File: src/rtl/switch_ingress_buffer.sv
// Store-and-forward ingress FIFO: only whole packets reach the switch, oversize packets are dropped.
// Define INGRESS_DROP_CNT_EN to add the saturating drop_count output.
module switch_ingress_buffer #(
    parameter int WORD_WIDTH = 8,
    parameter int FIFO_DEPTH = 64,
    parameter int CNT_WIDTH  = 7
) (
    input  logic                  clk,
    input  logic                  rst,
    input  logic                  in_valid,
    input  logic                  in_sop,
    input  logic                  in_eop,
    input  logic [WORD_WIDTH-1:0] in_data,
    output logic                  in_ready,
    output logic                  sw_enable_out,
    output logic [WORD_WIDTH-1:0] sw_data_out,
    input  logic                  sw_read_in,
    output logic [CNT_WIDTH-1:0]  pkt_count
`ifdef INGRESS_DROP_CNT_EN
    ,
    output logic [15:0]           drop_count
`endif
);
    localparam int AW = $clog2(FIFO_DEPTH);

    typedef logic [AW:0] ptr_t;
    typedef enum logic [1:0] {W_IDLE, W_PKT, W_DROP} wstate_e;
    typedef enum logic [1:0] {R_IDLE, R_SEND, R_GAP} rstate_e;

    logic [WORD_WIDTH:0]  mem_q [FIFO_DEPTH];
    ptr_t                 wr_ptr_q, wr_ptr_d, commit_ptr_q, commit_ptr_d, rd_ptr_q, rd_ptr_d;
    ptr_t                 wr_addr;
    wstate_e              wstate_q, wstate_d;
    rstate_e              rstate_q, rstate_d;
    logic [CNT_WIDTH-1:0] pkt_count_q, pkt_count_d;
    logic                 full, wr_en, commit, rd_last;
    logic [WORD_WIDTH:0]  head;

    assign full = ((wr_ptr_q - rd_ptr_q) == ptr_t'(FIFO_DEPTH));
    assign head = mem_q[rd_ptr_q[AW-1:0]];

    // Write side: bytes land past commit_ptr and only become visible to the reader on eop.
    always_comb begin
        wstate_d     = wstate_q;
        wr_ptr_d     = wr_ptr_q;
        commit_ptr_d = commit_ptr_q;
        wr_addr      = wr_ptr_q;
        wr_en        = 1'b0;
        commit       = 1'b0;
        in_ready     = !full;
        case (wstate_q)
            W_IDLE, W_DROP: begin
                if (wstate_q == W_DROP) in_ready = 1'b1;
                if (in_valid && in_ready) begin
                    if (in_sop) begin
                        wr_en    = 1'b1;
                        wr_ptr_d = wr_ptr_q + ptr_t'(1);
                        commit   = in_eop;
                        wstate_d = in_eop ? W_IDLE : W_PKT;
                    end else if (in_eop) begin
                        wstate_d = W_IDLE;
                    end
                end
            end
            W_PKT: begin
                // Full with nothing committed ahead: this packet alone fills the FIFO.
                if (full && (commit_ptr_q == rd_ptr_q)) begin
                    wr_ptr_d = commit_ptr_q;
                    wstate_d = W_DROP;
                end else if (in_valid && !full) begin
                    wr_en = 1'b1;
                    if (in_sop) wr_addr = commit_ptr_q;
                    wr_ptr_d = wr_addr + ptr_t'(1);
                    if (in_eop) begin
                        commit   = 1'b1;
                        wstate_d = W_IDLE;
                    end
                end
            end
            default: wstate_d = W_IDLE;
        endcase
        if (commit) commit_ptr_d = wr_ptr_d;
    end

    always_ff @(posedge clk) begin
        if (wr_en) mem_q[wr_addr[AW-1:0]] <= {in_eop, in_data};
    end

    always_comb begin
        rstate_d      = rstate_q;
        rd_ptr_d      = rd_ptr_q;
        rd_last       = 1'b0;
        sw_enable_out = 1'b0;
        sw_data_out   = '0;
        case (rstate_q)
            R_IDLE: if (pkt_count_q != '0) rstate_d = R_SEND;
            R_SEND: begin
                sw_enable_out = 1'b1;
                sw_data_out   = head[WORD_WIDTH-1:0];
                if (sw_read_in) begin
                    rd_ptr_d = rd_ptr_q + ptr_t'(1);
                    if (head[WORD_WIDTH]) begin
                        rd_last  = 1'b1;
                        rstate_d = R_GAP;
                    end
                end
            end
            R_GAP:   rstate_d = R_IDLE;
            default: rstate_d = R_IDLE;
        endcase
    end

    always_comb begin
        pkt_count_d = pkt_count_q;
        case ({commit, rd_last})
            2'b10:   pkt_count_d = pkt_count_q + CNT_WIDTH'(1);
            2'b01:   pkt_count_d = pkt_count_q - CNT_WIDTH'(1);
            default: pkt_count_d = pkt_count_q;
        endcase
    end

    always_ff @(posedge clk or posedge rst) begin
        if (rst) begin
            wstate_q     <= W_IDLE;
            rstate_q     <= R_IDLE;
            wr_ptr_q     <= '0;
            commit_ptr_q <= '0;
            rd_ptr_q     <= '0;
            pkt_count_q  <= '0;
        end else begin
            wstate_q     <= wstate_d;
            rstate_q     <= rstate_d;
            wr_ptr_q     <= wr_ptr_d;
            commit_ptr_q <= commit_ptr_d;
            rd_ptr_q     <= rd_ptr_d;
            pkt_count_q  <= pkt_count_d;
        end
    end

    assign pkt_count = pkt_count_q;

`ifdef INGRESS_DROP_CNT_EN
    logic [15:0] drop_count_q;
    logic        drop_evt;

    // Counts oversize drops and packets abandoned by a fresh sop.
    assign drop_evt = (wstate_q == W_PKT) &&
                      ((wstate_d == W_DROP) || (in_valid && in_ready && in_sop));

    always_ff @(posedge clk or posedge rst) begin
        if (rst)                                       drop_count_q <= '0;
        else if (drop_evt && (drop_count_q != 16'hFFFF)) drop_count_q <= drop_count_q + 16'd1;
    end

    assign drop_count = drop_count_q;
`endif
endmodule
File: config.mk
export PLATFORM = sky130hd
export DESIGN_NAME = switch_ingress_buffer
export DESIGN_NICKNAME = d
export VERILOG_FILES = /design/src/rtl/switch_ingress_buffer.sv
export SDC_FILE = /design/constraint.sdc
export NUM_CORES = 1
export LEC_CHECK = 0
export ABC_AREA = 1
export BUFFER_PORTS_ARGS = -buffer_cell sky130_fd_sc_hd__buf_4
export CAP_MARGIN = 40
export CORE_MARGIN = 5
export CORE_UTILIZATION = 45
export DETAILED_ROUTE_END_ITERATION = 7
export SLEW_MARGIN = 20
export SYNTH_ARGS = -nofsm -noshare
export SYNTH_HDL_FRONTEND = slang
export SYNTH_SLANG_ARGS = --single-unit
File: constraint.sdc
create_clock -name clk -period 5.8 [get_ports clk]
set_input_delay 1.45 -clock clk [delete_from_list [all_inputs] [get_ports clk]]
set_output_delay 1.45 -clock clk [all_outputs]
set_load 0.02 [all_outputs]
==> impl_metrics.csv, run 1 <==
group,metric,value,unit
clocking,postCtsSetupBuffers,0,
timing,finClkSkew,23.2,ps
worst_setup_path,r2r-end,"pkt_count[6]$_DFFE_PP0P_",
timing,fin_crit_sh,0.855,
final_layout,final_common_cell,"edfxtp_1",
yosys,syn_avg_cell_area,11.8,µm²
yosys,synth_edf_count,576,
yosys,yosysWarnings,0,
route,via_per_inst,5.71,
yosys,synth_fp_nets,2222,
worst_setup_path,reg2reg_depth,23,
die,dieWidth,249,µm
route,drt-initial-drc-count,1609,
worst_setup_path,crit_path_end_kind,"primary output",
route,top_layer_used,"met4",
clocking,clock_latency,610,ps
die,initial_core_util,0.456,
run_status,status,"completed",
grt,grt_pass1_vias,16700,
die,rows,87,
yosys,ys_types,39,
clocking,cts_sinks,608,
power,leakagePower,9.91,nW
final_layout,syn_to_final_growth,12.7,%
yosys,seq_area_frac_synth,0.701,
worst_setup_path,endpoint,"sw_data_out[7]",
grt,grt_use_total,0.214,
grt,grt_pass1_wl,104000,µm
worst_setup_path,critPathLaunchType,"register",
die,core-area,0.0566,mm²
final_layout,antenna_cells,0,
die,die-area,0.0622,mm²
place,postPlaceCellArea,0.0269,mm²
timing,slew_headroom,0.394,
route,routed_wirelength,68200,µm
place,gp_congestion,0.898,
yosys,ys_seq_elements,608,
timing,period_needed,4960,ps
clocking,ctsHoldBuffers,0,
worst_setup_path,critPathLaunch,"rd_ptr_q[0]$_DFFE_PP0P_",
power,ir_drop,289,µV
power,pwr_density_cell,511,mW/mm²
final_layout,final_area,0.0291,mm²
clocking,clkTransAtPathRegs,60,ps
hold_path,hp-start,"rstate_q[1]$_DFFE_PP0P_",
yosys,syn_area,0.0258,mm²
worst_setup_path,path_class,"reg -> out",
route,met3_length,4230,µm
grt,antenna_found_initial,0,
route,routedWlPerCell,22.5,µm
final_layout,fin_util,0.514,
route,drcViolationCount,0,
clocking,htree_num_levels,3,
timing,fmax,202,MHz
place,dpl.hpwl,40700,µm
flow_run,max_cap_viol_count,0,
route,first_pass_iters,5,
clocking,cts_tree,"built",
clocking,cts-buffers-inserted,66,
route,wl_met2,31700,µm
worst_setup_path,path_max_fanout,81,
route,vias,17300,
worst_setup_path,rr_startpoint,"rd_ptr_q[5]$_DFFE_PP0P_",
timing,rsz0062_at_grt,"false",
clocking,clockBufferDepth,3,
yosys,async_flop_share,0.0526,
timing,worstMarginPinSlew,906,ps
final_layout,nets,2261,
worst_setup_path,cp_data_arrival_time,3510,ps
die,die_h,249,µm
yosys,synth_flop_cell,"edfxtp_1",
timing,setup_violations,0,
power,finalPower,0.0149,W
final_layout,final_layout_size_suffix_gt1_frac,0.107,
die,io_pins,31,
yosys,synthCells,2192,
place,io_buffers,30,
worst_setup_path,cp.required,4350,ps
grt,grt_max_degree,132,
hold_path,hold_class,"reg -> reg",
final_layout,final_cell_mix,"edfxtp_1, nor2_1, o21ai_0",
clocking,cts-resized-gates,0,
route,wl_met1,30000,µm
timing,drv_slew,0,
worst_setup_path,r2r_setup_slack,1330,ps
grt,grt-ovfl-total,0,
clocking,root_buffer,"clkbuf_16",
timing,hold_violations,0,
route,antenna_left,0,
timing,fin_tns_setup,0,ps
logic make-up after synthesis:
family,after synthesis,synth area share
xor gates and xnor gates,19,0.00645
and+or+nand+nor,844,0.141
adders and majority gates,16,0.00805
DFF,608,0.701
buffers and inverters,198,0.0315
AOI/OAI and AO/OA,507,0.112
synthesized netlist by cell type, types with 2 or more instances:
| library cell | number | share of area |
|---|---|---|
| edfxtp_1 | 576 | 0.67 |
| nor2_1 | 429 | 0.062 |
| o21ai_0 | 309 | 0.060 |
| nand2_1 | 254 | 0.037 |
| nand3_1 | 99 | 0.019 |
| clkbuf_1 | 88 | 0.013 |
| o22ai_1 | 81 | 0.020 |
| inv_1 | 56 | 0.0081 |
| o211ai_1 | 41 | 0.012 |
| a21oi_1 | 36 | 0.0070 |
| dfrtp_1 | 32 | 0.031 |
| buf_2 | 30 | 0.0058 |
| o221ai_1 | 26 | 0.0088 |
| nand4_1 | 18 | 0.0044 |
| ha_1 | 15 | 0.0073 |
| nand3_4 | 14 | 0.0095 |
| xor2_1 | 13 | 0.0044 |
| nand2_2 | 12 | 0.0029 |
| inv_2 | 8 | 0.0012 |
| buf_1 | 7 | 0.0010 |
| xnor2_1 | 6 | 0.0020 |
| a31oi_1 | 5 | 0.0012 |
| nor3_1 | 5 | 0.00097 |
| inv_4 | 4 | 0.00097 |
| nor2_4 | 4 | 0.0017 |
| nor2_2 | 3 | 0.00073 |
| o21ai_4 | 3 | 0.0019 |
| buf_4 | 2 | 0.00058 |
| buf_6 | 2 | 0.00087 |
| nand2_4 | 2 | 0.00087 |
| nor4_1 | 2 | 0.00048 |
| o21ai_1 | 2 | 0.00039 |
| or2_2 | 2 | 0.00048 |
worst min-delay path by stage:
stage	endpoint	depth (start not counted)	slack (ps)
global placement	rstate_q[0]$_DFFE_PP0P_	3	500
global route	rstate_q[0]$_DFFE_PP0P_	3	540
detailed placement	rstate_q[0]$_DFFE_PP0P_	3	500
finish	rstate_q[0]$_DFFE_PP0P_	3	510
CTS	rstate_q[0]$_DFFE_PP0P_	3	510
floorplan	rstate_q[0]$_DFFE_PP0P_	3	480
stage by stage:
step,setup WS [ps],hold slack (ps),std cells
6_report,843,512,3029
5_1_grt,691,536,3029
4_1_cts,841,511,3007
3_5_place_dp,1380,498,2897
3_3_place_gp,1430,499,2870
2_1_floorplan,1620,476,2192
critical path, cell delays in order (launching register included):
cell	delay, ps
dfrtp_4	630
inv_8	350
buf_12	370
buf_4	310
o21ai_0	110
o22ai_1	150
nand2_1	120
nand4_1	130
nand3_1	80
a21oi_1	380
buf_4	220
metal layers:
metal | up-vias | global-route usage
met5 | - | 0
met3 | 133 | 0.0315
met1 | 8568 | 0.308
met4 | 0 | 0.0684
met2 | 620 | 0.341
li1 | 7978 | -
flip-flops by register name (all words and copies together) (netlist names):
register and cells:
commit_ptr_q 7, mem_q 576, pkt_count 7, rd_ptr_q 7, rstate_q 2, wr_ptr_q 7, wstate_q 2
final cells by class:
cell class	count	area, µm²
multi-input combinational	1386	6900
fill	4911	27500
inverter	69	278
tap	756	946
clock inverter	27	297
timing repair buffer	100	826
sequential	608	18100
clock buffer	83	1740
power by group:
| group | internal [W] | switching [W] |
|---|---|---|
| Sequential | 0.00504 | 0.000307 |
| Combinational | 0.00162 | 0.00395 |
| Clock | 0.00227 | 0.00168 |
(Power assumes the default switching activity.)
==> run 2, diff against run 1 <==
Settings changed: ABC_AREA 1 to not set, REMOVE_ABC_BUFFERS set to 1.
==> run 2 against run 1 <==
  * Total power down 7.5%
  * Sequential power down 2%
  * Non-clock buffer count up 12
  * Global-route usage down 1.8 points
  * Cell count down 32%
==> impl_metrics.csv, run 2 <==
group,metric,value,unit
worst_setup_path,crit_slowest_cell,"dfrtp_4",
worst_setup_path,slowest_delay,600,ps
timing,finClkSkew,18.5,ps
flow_run,max_cap_viol_count,0,
clocking,cts-buffers-inserted,67,
route,routed_wirelength,57900,µm
yosys,ys_types,59,
die,initial_core_util,0.452,
yosys,syn_area,0.0248,mm²
worst_setup_path,path_max_fanout,133,
timing,period_needed,5380,ps
timing,hold_ws,477,ps
die,io_pins,31,
timing,slew_headroom,0.377,
yosys,async_flop_share,0.0526,
run_status,status,"completed",
timing,setup_violations,0,
clocking,cts_sinks,608,
place,io_buffers,30,
power,seqPwrFrac,0.382,
yosys,seq_area_frac_synth,0.730,
route,drt-initial-drc-count,1262,
die,die-area,0.0599,mm²
worst_setup_path,path_buf_inv,2,
place,gp_congestion,0.827,
timing,fmax,186,MHz
die,core-area,0.0549,mm²
timing,worstMarginPinSlew,935,ps
power,ir_drop,324,µV
clocking,htree_num_levels,3,
route,drcViolationCount,0,
yosys,ys_seq_elements,608,
final_layout,antenna_cells,0,
worst_setup_path,cp.required,4350,ps
worst_setup_path,path_class,"reg -> out",
worst_setup_path,critPathLaunchType,"register",
yosys,yosysTopAreaCell,"edfxtp_1",
route,via_per_inst,5.95,
power,pwr-share-comb,0.324,
final_layout,nets,1352,
worst_setup_path,cp_cell_sequence,"buf_12, mux4_2, mux4_2, mux4_2, and2_1, buf_4",
timing,fin_tns_setup,0,ps
clocking,clkTransAtPathRegs,60,ps
grt,grt_max_degree,134,
die,rows,86,
timing,drv_slew,0,
route,antenna_left,0,
hold_path,hold_class,"reg -> reg",
route,vias,12300,
power,leakagePower,9.19,nW
place,dpl.hpwl,35500,µm
power,power.internal,0.00944,W
worst_setup_path,cp_data_arrival_time,3930,ps
final_layout,final_common_cell,"edfxtp_1",
grt,antenna_found_initial,0,
timing,hold_violations,0,
clocking,cts-resized-gates,0,
clocking,clockBufferDepth,3,
clocking,root_buffer,"clkbuf_16",
worst_setup_path,cp_top_family,"multiplexers",
route,first_pass_iters,5,
power,p_sw,0.00431,W
grt,grt_use_total,0.197,
worst_setup_path,crit_path_end_kind,"primary output",
yosys,synth_area_leaders,"edfxtp_1, mux4_2, dfrtp_1, nor2_1, ha_1",
final_layout,final_layout_size_suffix_gt1_frac,0.306,
clocking,ctsHoldBuffers,0,
clocking,postCtsSetupBuffers,0,
power,swShare,0.314,
worst_setup_path,cpMostUsedCell,"mux4_2",
yosys,yosys-top-cells-count,"edfxtp_1, mux4_2, nor2_1, clkbuf_1, nand2_1",
power,pwr-share-clk,0.294,
clocking,clock_latency,590,ps
clocking,cts_tree,"built",
yosys,synth_flop_cell,"edfxtp_1",
timing,fin_crit_sh,0.928,
yosys,yosysMostFrequentCell,"edfxtp_1",
die,die_h,245,µm
route,routedWlPerCell,27.9,µm
power,pwr_density_cell,484,mW/mm²
final_layout,syn_to_final_growth,14.5,%
die,dieWidth,245,µm
yosys,syn_avg_cell_area,20.6,µm²
yosys,yosys.area.top_type_share,0.698,
grt,grt_pass1_wl,86800,µm
yosys,synth_edf_count,576,
grt,grt_pass1_vias,12500,
yosys,yosysWarnings,0,
yosys,synthCells,1206,
final_layout,final_cell_mix,"edfxtp_1, mux4_2, buf_4",
final_layout,largest_register_ffs,576,
timing,rsz0062_at_grt,"false",
grt,grt-ovfl-total,0,
-- run 2: changes by cell type in the layout (fill, tap and decap cells not counted), moves of 14 or more --
cell	previous run	this run
nor2_1	428	77
o21ai_0	309	10
nand2_1	254	35
mux4_2	0	189
nand3_1	99	11
o22ai_1	81	8
inv_1	55	17
o211ai_1	41	4
a21oi_1	36	9
o221ai_1	26	3
nand3_4	14	0
-- run 2: stage by stage --
| stage | utilization | total power [W] | area, µm² | setup slack, ps | std cells |
|---|---|---|---|---|---|
| 2_1_floorplan | - | 0.00858 | 24500 | -3720 | 1141 |
| 3_3_place_gp | 0.475 | 0.00978 | 26100 | 1020 | 1927 |
| 3_5_place_dp | 0.480 | 0.00983 | 26300 | 935 | 1957 |
| 4_1_cts | 0.518 | 0.0139 | 28400 | 418 | 2071 |
| 5_1_grt | 0.518 | 0.0144 | 28400 | 342 | 2071 |
| 6_report | 0.518 | 0.0138 | 28400 | 419 | 2071 |
-- run 2: path summary, 6_finish.rpt --
| kind | depth (start not counted) | endpoint | from | slack [ps] |
|---|---|---|---|---|
| min in group asynchronous | 3 | wstate_q[1]$_DFFE_PP0P_ | rst | 970 |
| worst max-delay path | 6 | sw_data_out[2] | rd_ptr_q[1]$_DFFE_PP0P_ | 420 |
| worst min-delay path | 1 | rstate_q[0]$_DFFE_PP0P_ | rstate_q[0]$_DFFE_PP0P_ | 480 |
| max in group asynchronous | 3 | rd_ptr_q[0]$_DFFE_PP0P_ | rst | 4490 |
| worst max register to register | 18 | pkt_count[6]$_DFFE_PP0P_ | rd_ptr_q[0]$_DFFE_PP0P_ | 960 |
| worst min register to register | 1 | rstate_q[0]$_DFFE_PP0P_ | rstate_q[0]$_DFFE_PP0P_ | 480 |
-- run 2: cells by family after synthesis --
family          count (synthesis)  share of synthesized area
mux                           204                      0.178
buf+inv                        83                     0.0138
flops                         608                      0.730
fa+ha+maj                      16                    0.00838
compound gates                 78                     0.0230
simple gates                  186                     0.0357
xor+xnor                       31                     0.0109
-- run 2: final cells by class --
type	count	area (µm²)
Fill cell	4306	26500
Sequential cell	608	18100
Multi-Input combinational cell	515	6360
Clock buffer	81	1780
Timing Repair Buffer	112	911
Tap cell	704	881
Clock inverter	33	299
Inverter	18	67.6
-- run 2: power groups by stage --
stage | clock, W | combinational [W] | sequential (W)
3_3_place_gp | 0 | 0.00444 | 0.00534
5_1_grt | 0.00434 | 0.00474 | 0.00528
4_1_cts | 0.00414 | 0.00450 | 0.00525
2_1_floorplan | 0 | 0.00294 | 0.00564
6_report | 0.00405 | 0.00445 | 0.00525
3_5_place_dp | 0 | 0.00449 | 0.00534
-- run 2: layer usage --
| metal | global-route usage | part of all wire | up-vias | wire length (µm) |
|---|---|---|---|---|
| met5 | 0 | 0 | - | 0 |
| met3 | 0.0454 | 0.062 | 93 | 3570 |
| met1 | 0.285 | 0.44 | 6585 | 25200 |
| met4 | 0.0507 | 0.024 | 0 | 1390 |
| met2 | 0.308 | 0.48 | 411 | 27700 |
| li1 | - | - | 5232 | - |
==> run 3, diff against run 2 <==
Settings changed: REMOVE_ABC_BUFFERS 1 to not set.
==> run 3 against run 2 <==
  * First-iteration DRC count fell by 4.9%
  * Fmax increased by 2.7%
  * Register-to-register slack better by 90 ps
  * Critical path depth unchanged
  * Sequential cell count unchanged
  * Sequential share of layout area up 0.56 points
  * Critical path type unchanged
  * Critical endpoint is now sw_data_out[0]
==> impl_metrics.csv, run 3 (synthesis gave the netlist of run 2 again) <==
group,metric,value,unit
run_status,status,"completed",
route,via_per_inst,5.95,
final_layout,final_layout_size_suffix_gt1_frac,0.298,
timing,period_needed,5240,ps
place,pre_cts_ws,1070,ps
final_layout,fin_util,0.513,
timing,finClkSkew,13.0,ps
final_layout,fill_cells,4354,
flow_run,max_cap_viol_count,0,
worst_setup_path,slowest_delay,650,ps
grt,grt_pass1_wl,84700,µm
timing,setup_violations,0,
route,drt-initial-drc-count,1200,
hold_path,hold_class,"reg -> reg",
worst_setup_path,cp_data_arrival_time,3790,ps
die,initial_core_util,0.452,
worst_setup_path,path_buf_inv,2,
die,die-area,0.0599,mm²
route,routedWlPerCell,27.4,µm
worst_setup_path,cp_top_family,"multiplexers",
timing,rsz0062_at_grt,"false",
timing,hold_violations,0,
worst_setup_path,cp.required,4350,ps
power,ir_drop,641,µV
die,rows,86,
final_layout,final_cell_mix,"edfxtp_1, mux4_2, buf_4",
final_layout,final_common_cell,"edfxtp_1",
clocking,postCtsSetupBuffers,0,
clocking,cts-resized-gates,0,
power,finalPower,0.0134,W
timing,worstMarginPinSlew,989,ps
timing,fin_tns_setup,0,ps
timing,fin_crit_sh,0.903,
route,first_pass_iters,5,
worst_setup_path,cpMostUsedCell,"mux4_2",
worst_setup_path,crit_path_end_kind,"primary output",
grt,grt-ovfl-total,0,
yosys,synth_fp_nets,1236,
clocking,htree_num_levels,2,
grt,grt_max_degree,149,
die,die_h,245,µm
clocking,root_buffer,"clkbuf_16",
die,io_pins,31,
final_layout,nets,1340,
place,dpl.hpwl,34300,µm
grt,grt_use_total,0.192,
final_layout,antenna_cells,0,
place,gp_congestion,0.872,
worst_setup_path,critPathLaunchType,"register",
place,io_buffers,30,
clocking,cts_sinks,608,
worst_setup_path,cp_cell_sequence,"buf_12, mux4_2, mux4_2, mux4_2, and2_1, buf_4",
timing,slew_headroom,0.341,
timing,hold_ws,483,ps
timing,drv_slew,0,
power,pwr_density_cell,475,mW/mm²
timing,setup_ws,563,ps
clocking,clock_latency,610,ps
clocking,ctsHoldBuffers,0,
grt,grt_pass1_vias,12400,
die,core-area,0.0549,mm²
route,drcViolationCount,0,
route,routed_wirelength,56600,µm
clocking,cts_tree,"built",
worst_setup_path,path_max_fanout,72,
worst_setup_path,path_class,"reg -> out",
route,vias,12300,
clocking,clockBufferDepth,3,
timing,fmax,191,MHz
worst_setup_path,crit_slowest_cell,"mux4_2",
die,dieWidth,245,µm
final_layout,syn_to_final_growth,13.5,%
grt,antenna_found_initial,0,
clocking,clkTransAtPathRegs,60,ps
clocking,cts-buffers-inserted,61,
power,leakagePower,9.07,nW
final_layout,largest_register_ffs,576,
route,antenna_left,0,
==> run 3: where the power goes <==
| part | internal (W) | switching (W) |
|---|---|---|
| clock network | 0.00214 | 0.00161 |
| logic | 0.00205 | 0.00237 |
| registers | 0.00500 | 0.000203 |
==> run 3: path summary, 6_finish.rpt <==
path                                    startpoint                  endpoint  slack (ps)  depth (start not counted)
max                        rd_ptr_q[0]$_DFFE_PP0P_            sw_data_out[0]         560                          6
min in group asynchronous                      rst   rd_ptr_q[6]$_DFFE_PP0P_         940                          3
max in group asynchronous                      rst   rd_ptr_q[0]$_DFFE_PP0P_        4510                          3
min reg2reg                rstate_q[0]$_DFFE_PP0P_   rstate_q[0]$_DFFE_PP0P_         480                          1
min                        rstate_q[0]$_DFFE_PP0P_   rstate_q[0]$_DFFE_PP0P_         480                          1
max reg2reg                  wr_ptr_q[3]$_DFF_PP0_  pkt_count[6]$_DFFE_PP0P_        1050                         18
==> run 3: cell type report <==
cell class                      count  area, µm²  share of cell area
Multi-Input combinational cell    515       6360               0.226
Clock inverter                     44        343              0.0122
Sequential cell                   608      18100               0.643
Clock buffer                       69       1560              0.0553
Timing Repair Buffer              106        846              0.0300
Inverter                           18       67.6             0.00240
Tap cell                          704        881              0.0313
==> run 3: through the flow <==
step / instances / instance area, µm²
3_5_place_dp: 1946 / 26200
5_1_grt: 2064 / 28200
3_3_place_gp: 1925 / 26100
2_1_floorplan: 1206 / 24800
6_report: 2064 / 28200
4_1_cts: 2059 / 28100
==> run 3: layer usage <==
layer  vias up  wire [µm]  track usage
met5         -          0            0
met4         0        984       0.0396
met2       460      26800        0.296
met1      6522      24400        0.284
li1       5221          -            -
met3        70       4440       0.0446
==> run 3: worst register-to-register path: stages, from the launching register on <==
cell      delay, ps
dfrtp_1         530
ha_1            430
nand4_1         110
a21oi_1          90
or4_4           580
a2111o_1        550
and2_4          210
o21ai_4         320
ha_1            350
inv_1           120
fa_1            420
inv_1            80
a21oi_1          60
o21bai_1        210
a21o_1          150
a21oi_1          70
xnor2_1         130
nor2_1           60
xor2_1          150
